**src/rtl/camera_pixel_axis_converter.sv**
```systemverilog
// RGB565 to 32-bit AXI4-Stream pixel converter that regenerates SOF/EOL from its own
// column/row counters, checks upstream framing and counts completed frames.
module camera_pixel_axis_converter #(
    parameter int unsigned FRAME_WIDTH  = 640,
    parameter int unsigned FRAME_HEIGHT = 480,
    parameter logic [7:0]  ALPHA        = 8'hFF
) (
    input  logic        axi_clk,
    input  logic        aresetn,
    input  logic [15:0] s_axis_tdata,
    input  logic        s_axis_tvalid,
    output logic        s_axis_tready,
    input  logic        s_axis_tuser,
    input  logic        s_axis_tlast,
    output logic [31:0] m_axis_tdata,
    output logic        m_axis_tvalid,
    input  logic        m_axis_tready,
    output logic        m_axis_tuser,
    output logic        m_axis_tlast,
    input  logic [1:0]  mode,
    input  logic        err_clear,
    output logic        err_sof,
    output logic        err_eol,
    output logic [15:0] frame_count
);

    localparam int unsigned ColW = (FRAME_WIDTH > 2) ? $clog2(FRAME_WIDTH) : 1;
    localparam int unsigned RowW = (FRAME_HEIGHT > 2) ? $clog2(FRAME_HEIGHT) : 1;
    localparam logic [ColW-1:0] ColLast = ColW'(FRAME_WIDTH - 1);
    localparam logic [RowW-1:0] RowLast = RowW'(FRAME_HEIGHT - 1);

    typedef enum logic {StWaitSof, StActive} state_e;

    state_e            state_q, state_d;
    logic [ColW-1:0]   col_q, col_d;
    logic [RowW-1:0]   row_q, row_d;
    logic [1:0]        mode_q, mode_d;
    logic [31:0]       data_q, data_d;
    logic              valid_q, valid_d;
    logic              user_q, user_d;
    logic              last_q, last_d;
    logic              err_sof_q, err_sof_d;
    logic              err_eol_q, err_eol_d;
    logic [15:0]       frame_cnt_q, frame_cnt_d;

    logic              accept, emit;
    logic              at_origin, is_eol, is_last;
    logic              sof_set, eol_set;
    logic [ColW-1:0]   pos_col;
    logic [RowW-1:0]   pos_row;
    logic [1:0]        mode_eff;
    logic [7:0]        r8, g8, b8;
    logic [15:0]       y_sum;
    logic [31:0]       pix;

    assign s_axis_tready = (state_q == StWaitSof) | ~valid_q | m_axis_tready;
    assign accept        = s_axis_tvalid & s_axis_tready;
    // In WAIT_SOF only an SOF beat is emitted; everything else is dropped.
    assign emit          = accept & ((state_q == StActive) | s_axis_tuser);

    // An SOF beat always lands at (0,0), resynchronising a broken frame.
    assign at_origin = (col_q == '0) && (row_q == '0);
    assign pos_col   = s_axis_tuser ? '0 : col_q;
    assign pos_row   = s_axis_tuser ? '0 : row_q;
    assign is_eol    = (pos_col == ColLast);
    assign is_last   = is_eol && (pos_row == RowLast);
    assign mode_eff  = s_axis_tuser ? mode : mode_q;

    assign sof_set = emit & (state_q == StActive) & s_axis_tuser & ~at_origin;
    assign eol_set = emit & (state_q == StActive) & (s_axis_tlast != is_eol);

    assign r8    = {s_axis_tdata[15:11], s_axis_tdata[15:13]};
    assign g8    = {s_axis_tdata[10:5], s_axis_tdata[10:9]};
    assign b8    = {s_axis_tdata[4:0], s_axis_tdata[4:2]};
    assign y_sum = 16'd77 * 16'(r8) + 16'd150 * 16'(g8) + 16'd29 * 16'(b8);

    always_comb begin
        pix = '0;
        unique case (mode_eff)
            2'd0: pix = {r8, g8, b8, ALPHA};
            2'd1: pix = {b8, g8, r8, ALPHA};
            2'd2: pix = {y_sum[15:8], y_sum[15:8], y_sum[15:8], ALPHA};
            2'd3: pix = {16'h0000, s_axis_tdata};
            default: pix = '0;
        endcase
    end

    always_comb begin
        state_d     = state_q;
        col_d       = col_q;
        row_d       = row_q;
        mode_d      = mode_q;
        data_d      = data_q;
        valid_d     = valid_q;
        user_d      = user_q;
        last_d      = last_q;
        frame_cnt_d = frame_cnt_q;

        if (accept && s_axis_tuser) begin
            mode_d = mode;
        end

        if (emit) begin
            state_d = StActive;
            valid_d = 1'b1;
            data_d  = pix;
            user_d  = (pos_col == '0) && (pos_row == '0);
            last_d  = is_eol;
            if (is_eol) begin
                col_d = '0;
                row_d = is_last ? '0 : pos_row + RowW'(1);
                if (is_last) begin
                    frame_cnt_d = frame_cnt_q + 16'd1;
                end
            end else begin
                col_d = pos_col + ColW'(1);
                row_d = pos_row;
            end
        end else if (m_axis_tready) begin
            valid_d = 1'b0;
        end

        // A new error in the same cycle as err_clear stays set.
        err_sof_d = sof_set | (err_sof_q & ~err_clear);
        err_eol_d = eol_set | (err_eol_q & ~err_clear);
    end

    always_ff @(posedge axi_clk or negedge aresetn) begin
        if (!aresetn) begin
            state_q     <= StWaitSof;
            col_q       <= '0;
            row_q       <= '0;
            mode_q      <= 2'd0;
            data_q      <= '0;
            valid_q     <= 1'b0;
            user_q      <= 1'b0;
            last_q      <= 1'b0;
            err_sof_q   <= 1'b0;
            err_eol_q   <= 1'b0;
            frame_cnt_q <= '0;
        end else begin
            state_q     <= state_d;
            col_q       <= col_d;
            row_q       <= row_d;
            mode_q      <= mode_d;
            data_q      <= data_d;
            valid_q     <= valid_d;
            user_q      <= user_d;
            last_q      <= last_d;
            err_sof_q   <= err_sof_d;
            err_eol_q   <= err_eol_d;
            frame_cnt_q <= frame_cnt_d;
        end
    end

    assign m_axis_tdata  = data_q;
    assign m_axis_tvalid = valid_q;
    assign m_axis_tuser  = user_q;
    assign m_axis_tlast  = last_q;
    assign err_sof       = err_sof_q;
    assign err_eol       = err_eol_q;
    assign frame_count   = frame_cnt_q;

endmodule

```
**config.mk**
```make
export PLATFORM = sky130hd
export DESIGN_NAME = camera_pixel_axis_converter
export DESIGN_NICKNAME = d
export VERILOG_FILES = /design/src/rtl/camera_pixel_axis_converter.sv
export SDC_FILE = /design/constraint.sdc
export NUM_CORES = 1
export LEC_CHECK = 0
export ABC_AREA = 1
export CAP_MARGIN = 20
export CORE_MARGIN = 5
export CORE_UTILIZATION = 59
export DETAILED_ROUTE_END_ITERATION = 12
export MAX_ROUTING_LAYER = met4
export PLACE_DENSITY = 0.83
export SYNTH_ARGS = -nofsm -noshare
export SYNTH_HDL_FRONTEND = slang
export SYNTH_SLANG_ARGS = --single-unit
export TNS_END_PERCENT = 5
```
**constraint.sdc**
```tcl
create_clock -name axi_clk -period 2.4 [get_ports axi_clk]
set_clock_uncertainty 0.05 [all_clocks]
set_input_delay 0.48 -clock axi_clk [delete_from_list [all_inputs] [get_ports axi_clk]]
set_output_delay 0.48 -clock axi_clk [all_outputs]
set_load 0.01 [all_outputs]
```
## Yosys cells after proc, flatten, opt, wreduce, memory -nomap -nowiden

Index checks and enable logic that the tools add are counted.
Widths: inputs -> output; s select.

- Add/sub/neg operators: 5
- Multiply operators: 3
- Eq/ne operators: 6
- Multiplexer cells: 9
- Bitwise logic cells: 17
- Reduce and logical (&&, ||, !) cells: 11

Operator list:

| kind | count |
|---|---|
| $pmux 32 s4 | 1 |
| $mul 7x8->15 const A | 2 |
| $mux 9 | 3 |
| $logic_not 10->1 | 2 |
| $mux 10 | 2 |
| $logic_not 9->1 | 2 |
| $add 15x16->16 | 1 |
| $add 16x1->16 const B | 1 |
| $add 16x13->16 | 1 |
| $mul 5x8->13 const A | 1 |
| $add 10x1->10 const B | 1 |
| $eq 10x10->1 const B | 1 |
| $add 9x1->9 const B | 1 |
| $eq 9x9->1 const B | 1 |
| $and 1x1->1 | 8 |
| $or 1x1->1 | 5 |
| $eq 2x2->1 const B | 2 |
| $logic_and 1x1->1 | 4 |
| $not 1->1 | 4 |
| $reduce_and 3->1 | 1 |
| $eq 2x1->1 const B | 1 |
| $logic_not 2->1 | 1 |
| $mux 1 | 2 |
| $mux 2 | 1 |
| 2 further kinds | 2 |

- Register bits: 75
- Bits of input ports: 25

## Logic depth before layout (Yosys ltp)

Gate-level depths: netlist of the first run.

- Depth after elaboration: 9
- Depth in mapped cells: 30
- Mapped depth without buffers: 30

## Worst setup path after synthesis of the first run

No wires, ideal clock.

- Path type: input-to-reg
- Start point: in s_axis_tdata[6]
- End point: reg data_q[27], in the netlist m_axis_tdata[27]
- Library setup time: 0.132 ns
- Arrival: 5.845 ns
- Required time: 2.218 ns
- Path slack: -3.627 ns
- Stages: 25
- Buffers on the path: 0
- Cell sequence: ha_1 -> ha_1 -> ha_1 -> inv_1 -> fa_1 -> inv_1 -> ha_1 -> a21o_1 -> a21oi_1 -> xnor2_1 -> fa_1 -> fa_1 -> inv_1 -> fa_1 -> fa_1 -> inv_1 -> ha_1 -> nand2_1 -> inv_1 -> nand2_1 -> or2_2 -> nand3_1 -> nand2_1 -> nand3_1 -> a21boi_1

- Word-level cells in the longest chain between the ends: 4

Ends and longest elaborated chain:

| item | RTL line | text |
|---|---|---|
| start, declared | 10 | `input logic [15:0] s_axis_tdata,` |
| $mul 7x8->15 | 75 | `assign y_sum = 16'd77 * 16'(r8) + 16'd150 * 16'(g8) + 16'd29 * 16'(b8);` |
| $add 15x16->16 | 75 |  |
| $add 16x13->16 | 75 |  |
| $pmux 32 s4 | 79 | `unique case (mode_eff)` |
| end signal, assigned | 146 | `data_q <= data_d;` |
| end, declared | 38 | `logic [31:0] data_q, data_d;` |

No other way between the ends.
A chain may end at the register's enable or synchronous reset.

## Worst setup path in the final report of the first run

- Start point: in s_axis_tdata[7]
- End point: reg data_q[31], in the netlist m_axis_tdata[31]

The elaborated chain is that of the path after synthesis.

==> flow_summary_export.csv, run 1 <==
group,metric,value,unit
outcome,status,"finished, violations left",
outcome,violations,"negative setup slack",
cts,cts_root_buffer,"clkbuf_16",
synth,yosysTopAreaCellShare,24.87,%
finish,antennaDiodeCount,0,
cts,cts.sinks,75,
setup_path,r2r_start,"col_q[1]",
synth,yosysTopAreaCell,"dfrtp_1",
synth,async_flop_share,100.0,%
finish,nets,1304,
place,routabilityCongestion,1.008,
cts,clk_pin_slew,0.06,ns
routing,wl_per_cell,16.12,microns
sta,setup_viol,24,
setup_path,worstSetupStartpoint,"s_axis_tdata[7]",
finish,area_growth,34.67,%
setup_path,critPathLaunchType,"input port",
synth,ys_ff_latch,75,
synth,yosysSeqAreaShare,24.87,%
synth,synth_nets,1102,
setup_path,critPathMaxStageDelay,0.53,ns
sta,post-route-period-util,236.7,%
floorplanning,start_util,60.04,%
routing,ant_nets,0,
power_and_ir_drop,vdd_drop_max,0.002069,V
synth,synth_top_flop_cell,"dfrtp_1",
finish,drive_gt1_share,22.68,%
routing,routed_wirelength,21190,microns
finish,fill_cells,792,
routing,vias_per_cell,5.463,
routing,drtIter0Drc,591,
global_routing,met1_usage,40.07,%
setup_path,crit_type,"input port to flop",
routing,drt_pass1_iterations,5,
global_routing,busiest_layer,"met2",
global_routing,use_met3,5.489,%
floorplanning,placementRows,41,
global_routing,use_met2,48.27,%
floorplanning,die_area,15150,sq um
routing,num_vias,7179,
job,drv_cap,0,
sta,worst_slack,-3.280,ns
global_routing,gr-total-overflow,0,
finish,seqCellArea,1877,sq um
setup_path,required,2.61,ns
place,io_buffer_count,78,
floorplanning,die_y,123.1,microns
cts,clk_latency,0.33,ns
sta,tightest_slew,0.5044,ns
synth,syn_inst,935,
setup_path,crit_slowest_cell,"fa_1",
routing,drc,0,
global_routing,track_usage,30.41,%
synth,synth_area_leaders,"dfrtp_1, ha_1, fa_1, nand2_1, inv_1",
sta,final.setup.tns,-76.30,ns
synth,post_synth.cell_area_avg,8.071,sq um
floorplanning,core_area,12570,sq um
global_routing,grt_max_degree,40,
sta,fmax,176.1,MHz
sta,max_slew_margin,66.37,%
finish,multiInputGateArea,5281,sq um
cts,h-tree-depth,3,
power_and_ir_drop,power.density,1673,nW/um^2
worst_hold_path,hold_class,"input port to async pin",
floorplanning,die_x,123.1,microns
synth,synth_edf_count,0,
sta,fin_crit,5.680,ns
setup_path,cp_max_fo,5,
global_routing,antenna_found_initial,0,
cts,clk_path_buf_depth,2,
sta,rsz0062_at_grt,"yes",
synth,synthesis.area,7546,sq um
power_and_ir_drop,cellLeakagePower,5.132,nW
setup_path,cp-end-kind,"flop",
setup_path,arrival,5.89,ns
place,place_ws,-3.997,ns
cts,cts_buffers,9,
cts,cts_tree,"yes",
setup_path,reg2reg_depth,10,
sta,hold_violations,0,
synth,yosysWarnings,0,
floorplanning,io_pins,79,
cts,cts.hold.buffers_added,0,
sta,slew_viol_final,0,
global_routing,grt_pass1_wl,35220,microns
place,hpwl,16600,microns
global_routing,grt_pass1_vias,7352,
sta,whs,0.06030,ns
synth,ys_types,45,
## cells by family (layout without fill, tap and decap cells)
kind of cell             count (synthesis)  in the layout  share of synthesized area (%)
flip-flops                              75             75                          24.87
AND/OR/NAND/NOR                        378            378                          22.40
XOR/XNOR                                37             37                          4.294
AO/OA/AOI/OAI                          112            112                          9.385
adder cells (fa/ha/maj)                142            142                          28.92
buffers and inverters                  191            398                          10.13
## per-stage QoR
| stage | total power [mW] | std cells | util [%] | cell area, sq um |
|---|---|---|---|---|
| finish | 17.00 | 1314 | 80.86 | 10160 |
| global route | 18.57 | 1314 | 80.86 | 10160 |
| CTS | 15.79 | 1311 | 79.84 | 10030 |
| detailed placement | 13.21 | 1291 | 75.92 | 9542 |
| global placement | 12.87 | 1291 | 75.92 | 9542 |
| floorplan | 9.218 | 935 | - | 7687 |
## worst paths after layout
check,end,slack (ns)
setup / recovery,m_axis_tdata[31],-3.28
setup reg to reg,frame_count[2],0.41
hold reg to reg,m_axis_tuser,0.44
max in group asynchronous,col_q[4],1.65
min in group axi_clk,m_axis_tuser,0.44
hold / removal,m_axis_tdata[25],0.06
## area by class of cell
class | count | area share, %
Multi-Input combinational cell | 669 | 51.97
Sequential cell | 75 | 18.47
Timing Repair Buffer | 207 | 17.68
Inverter | 175 | 6.612
Clock buffer | 12 | 2.426
Tap cell | 172 | 2.118
Clock inverter | 4 | 0.7264
## critical path, delay by kind of cell
kind,cells,cell delay (ns)
compound gates,2,0.35
xor+xnor,1,0.11
simple gates,9,0.73
fa+ha+maj,10,3.82
buf+inv,7,0.38
## layout by cell type, fill, tap and decap left out, types with 4 or more instances in the layout
cell type	n
xor2_1	18
or2_2	17
inv_1	158
ha_4	14
nand3_2	8
inv_4	4
inv_2	12
a2bb2oi_1	7
buf_4	125
nand3_1	43
o21ai_0	32
xnor2_1	16
nor2_4	6
nor2_2	7
fa_1	54
clkdlybuf4s50_1	71
nand2_1	194
a21oi_1	24
nor3_1	9
nor2_1	48
buf_6	6
nand4_1	16
o22ai_1	8
ha_1	74
clkbuf_16	9
a21boi_1	8
a21oi_2	8
a21o_1	4
nand2_2	13
dfrtp_1	75
## cells in the mapped netlist, types with 4 or more instances
cell type	n
a21boi_1	9
a21o_1	4
a21oi_1	32
a2bb2oi_1	7
a31oi_1	4
buf_2	8
dfrtp_1	75
fa_1	54
ha_1	88
inv_1	170
nand2_1	208
nand3_1	50
nand4_1	16
nor2_1	53
nor2_4	5
nor3_1	10
o21ai_0	33
o22ai_1	8
or2_2	18
xnor2_1	19
xor2_1	18
## metal layers
| layer | vias to the layer above | wire length (microns) |
|---|---|---|
| met5 | - | 0 |
| met4 | 0 | 650 |
| met3 | 52 | 1603 |
| met2 | 310 | 10030 |
| met1 | 3430 | 8899 |
| li1 | 3387 | - |
## where the power goes
group / internal [mW] / total, mW / switching, mW / leakage (nW)
clock: 0.940 / 1.45 / 0.515 / 0.157
sequential: 1.53 / 1.72 / 0.198 / 0.930
combinational: 6.22 / 13.8 / 7.60 / 4.04
total: 8.69 / 17.0 / 8.31 / 5.13
## repair_timing
item,CTS,global route
resized for setup,52,31
endpoints found under the hold margin,0,0
setup buffers,4,3
gates cloned,0,0
endpoints found under the setup margin,26,49
pin swaps,36,24
## sequential cells by signal (all words and copies together) (netlist names)
name,flops
col_q,10
err_eol,1
err_sof,1
frame_count,16
m_axis_tdata,32
m_axis_tlast,1
m_axis_tuser,1
m_axis_tvalid,1
mode_q,2
row_q,9
state_q,1
Power figures use the tool's default switching activity.
==> inputs of run 2 (changes only) <==
Settings changed: ABC_AREA 1 to default, CORE_UTILIZATION 59 to 58, PLACE_DENSITY 0.83 to 0.82.
==> flow_summary_export.csv, run 2 <==
group,metric,value,unit
sta,slew_viol_final,0,
sta,tightest_slew,0.4293,ns
global_routing,track_usage,31.39,%
finish,mostFrequentLayoutCells,"buf_4, inv_1, nand2_1",
sta,max_slew_margin,71.08,%
global_routing,busiest_layer,"met2",
routing,ant_nets,0,
setup_path,required,2.56,ns
power_and_ir_drop,total_power,15.79,mW
global_routing,grt_pass1_wl,34410,microns
sta,final.setup.tns,-83.30,ns
finish,final_util,83.16,%
floorplanning,io_pins,79,
cts,cts_tree,"yes",
synth,synth_area_leaders,"dfrtp_1, ha_1, fa_1, inv_1, nand2_1",
finish,drive_gt1_share,25.34,%
setup_path,crit_type,"input port to flop",
setup_path,cp.buffers_inverters,5,
synth,yosysTopAreaCell,"dfrtp_1",
global_routing,use_met3,4.346,%
finish,nets,1113,
place,hpwl,15910,microns
routing,vias_per_cell,6.081,
finish,antennaDiodeCount,0,
setup_path,crit_slowest_cell,"fa_1",
synth,synth_top_flop_cell,"dfrtp_1",
global_routing,grt_max_degree,50,
floorplanning,placementRows,39,
synth,synth_edf_count,0,
cts,cts_buffers,9,
synth,async_flop_share,100.0,%
cts,cts.sinks,75,
synth,synthTopCellsByCount,"inv_1, ha_1, nand2_1, dfrtp_1",
sta,hold_violations,0,
global_routing,gr-total-overflow,0,
synth,yosysWarnings,0,
routing,num_vias,6653,
setup_path,cp_max_fo,4,
power_and_ir_drop,cellLeakagePower,4.659,nW
sta,post-route-period-util,253.7,%
setup_path,critical-path-top-delay-family,"adder cells",
setup_path,critPathMaxStageDelay,0.54,ns
setup_path,cp-end-kind,"flop",
setup_path,critPathLaunchType,"input port",
synth,yosysSeqAreaShare,27.50,%
cts,clk_path_buf_depth,2,
routing,drt_pass1_iterations,6,
global_routing,met1_usage,34.44,%
finish,area_growth,39.73,%
cts,h-tree-depth,3,
synth,synth_nets,906,
outcome,violations,"negative setup slack",
worst_hold_path,hold_class,"input port to async pin",
synth,synthesis.area,6825,sq um
place,io_buffer_count,78,
place,routabilityCongestion,0.9641,
power_and_ir_drop,power.density,1656,nW/um^2
floorplanning,die_x,118.5,microns
global_routing,use_met2,54.61,%
floorplanning,start_util,59.52,%
global_routing,grt_pass1_vias,6888,
setup_path,crit_chain,"buf_8 > ha_4 > ha_4 > inv_2 > fa_1 > fa_1 > inv_2 > ha_4 > xnor2_4 > fa_1 > fa_1 > inv_1 > fa_1 > fa_1 > inv_2 > ha_4 > a21oi_4 > o21ai_2 > a21o_1 > a221o_2 > o31ai_4 > xnor2_2 > a211oi_2",
synth,ys_ff_latch,75,
floorplanning,die_y,118.5,microns
outcome,status,"finished, violations left",
routing,drc,0,
routing,drtIter0Drc,618,
routing,routed_wirelength,22120,microns
cts,clk_pin_slew,0.06,ns
synth,yosysTopAreaCellShare,27.50,%
synth,yosysMostFrequentCell,"inv_1",
sta,worst_slack,-3.688,ns
routing,wl_per_cell,20.22,microns
synth,ys_types,64,
sta,fmax,164.3,MHz
sta,rsz0062_at_grt,"yes",
power_and_ir_drop,vdd_drop_max,0.001940,V
setup_path,critPathMostFrequentCell,"fa_1",
sta,setup_viol,25,
cts,clk_latency,0.34,ns
global_routing,antenna_found_initial,0,
finish,fill_cells,639,
synth,syn_inst,739,
job,drv_cap,0,
cts,cts.hold.buffers_added,0,
cts,cts_root_buffer,"clkbuf_16",
finish,final_common_cell,"buf_4",
setup_path,arrival,6.25,ns
floorplanning,die_area,14040,sq um
finish,largest_register_ffs,32,
sta,fin_crit,6.088,ns
floorplanning,core_area,11470,sq um
synth,post_synth.cell_area_avg,9.236,sq um
-- run 2: cell count changes after synthesis, moves of 9 or more --
| cell | delta |
|---|---|
| o21ai_0 | +15 |
| or2_2 | -16 |
| a21oi_1 | +22 |
| inv_1 | -63 |
| clkbuf_1 | +9 |
| nand4_1 | -9 |
| a21boi_1 | -9 |
| nand2_1 | -130 |
| nand2b_1 | +10 |
| nand3_1 | -36 |
-- run 2: logic make-up (layout without fill, tap and decap cells) --
kind of cell	Yosys count	after routing	share of synthesized area, %
AND/OR/NAND/NOR	209	209	15.22
AO/OA/AOI/OAI	149	149	13.03
adder cells (fa/ha/maj)	142	142	31.97
buffers and inverters	125	337	7.094
flip-flops	75	75	27.50
XOR/XNOR	33	33	4.235
multiplexers	6	6	0.9532
-- run 2: stage by stage --
stage,cell area (sq um),instances,worst slack [ns],hold WS (ns)
floorplan,6963,739,-3.601,0.1344
global placement,8848,1070,-4.366,0.3727
detailed placement,8848,1070,-4.473,0.3774
CTS,9403,1094,-3.781,0.01750
global route,9537,1094,-3.831,0.03227
finish,9537,1094,-3.688,0.01331
-- run 2: area by class of cell --
type	count	area [sq um]	share of cell area [%]
clock buffer	10	229.0	2.401
clock inverter	6	65.06	0.6822
inverter	107	401.6	4.211
multi-input combinational	539	4942	51.82
sequential	75	1877	19.68
tap	143	178.9	1.876
timing repair buffer	214	1843	19.33
-- run 2: metal layers --
metal	part of all wire [%]	vias up
met5	0	-
met4	6.2	0
met3	5.5	107
met2	53	373
met1	35	3267
li1	-	2906
-- run 2: what timing repair did --
action	CTS	global route
gates cloned	0	0
endpoints found under the setup margin	47	38
setup buffers	8	1
endpoints found under the hold margin	0	0
pin swaps	34	30
resized for setup	68	28
-- run 2: power breakdown --
part           total, mW  switching [mW]  internal [mW]
combinational       12.7            6.29           6.40
sequential          1.76           0.220           1.54
clock               1.35           0.542          0.807
-- run 2: path summary, 6_finish.rpt --
path                                     to  slack [ns]  cells past startpoint             from
min in group axi_clk               col_q[4]        0.40                      2     s_axis_tuser
hold reg to reg             frame_count[15]        0.42                      1  frame_count[15]
hold / removal                     row_q[6]        0.01                      1          aresetn
max in group asynchronous    frame_count[8]        1.71                      2          aresetn
setup / recovery           m_axis_tdata[31]       -3.69                     23  s_axis_tdata[9]
setup reg to reg            frame_count[10]       -0.02                     10         col_q[1]
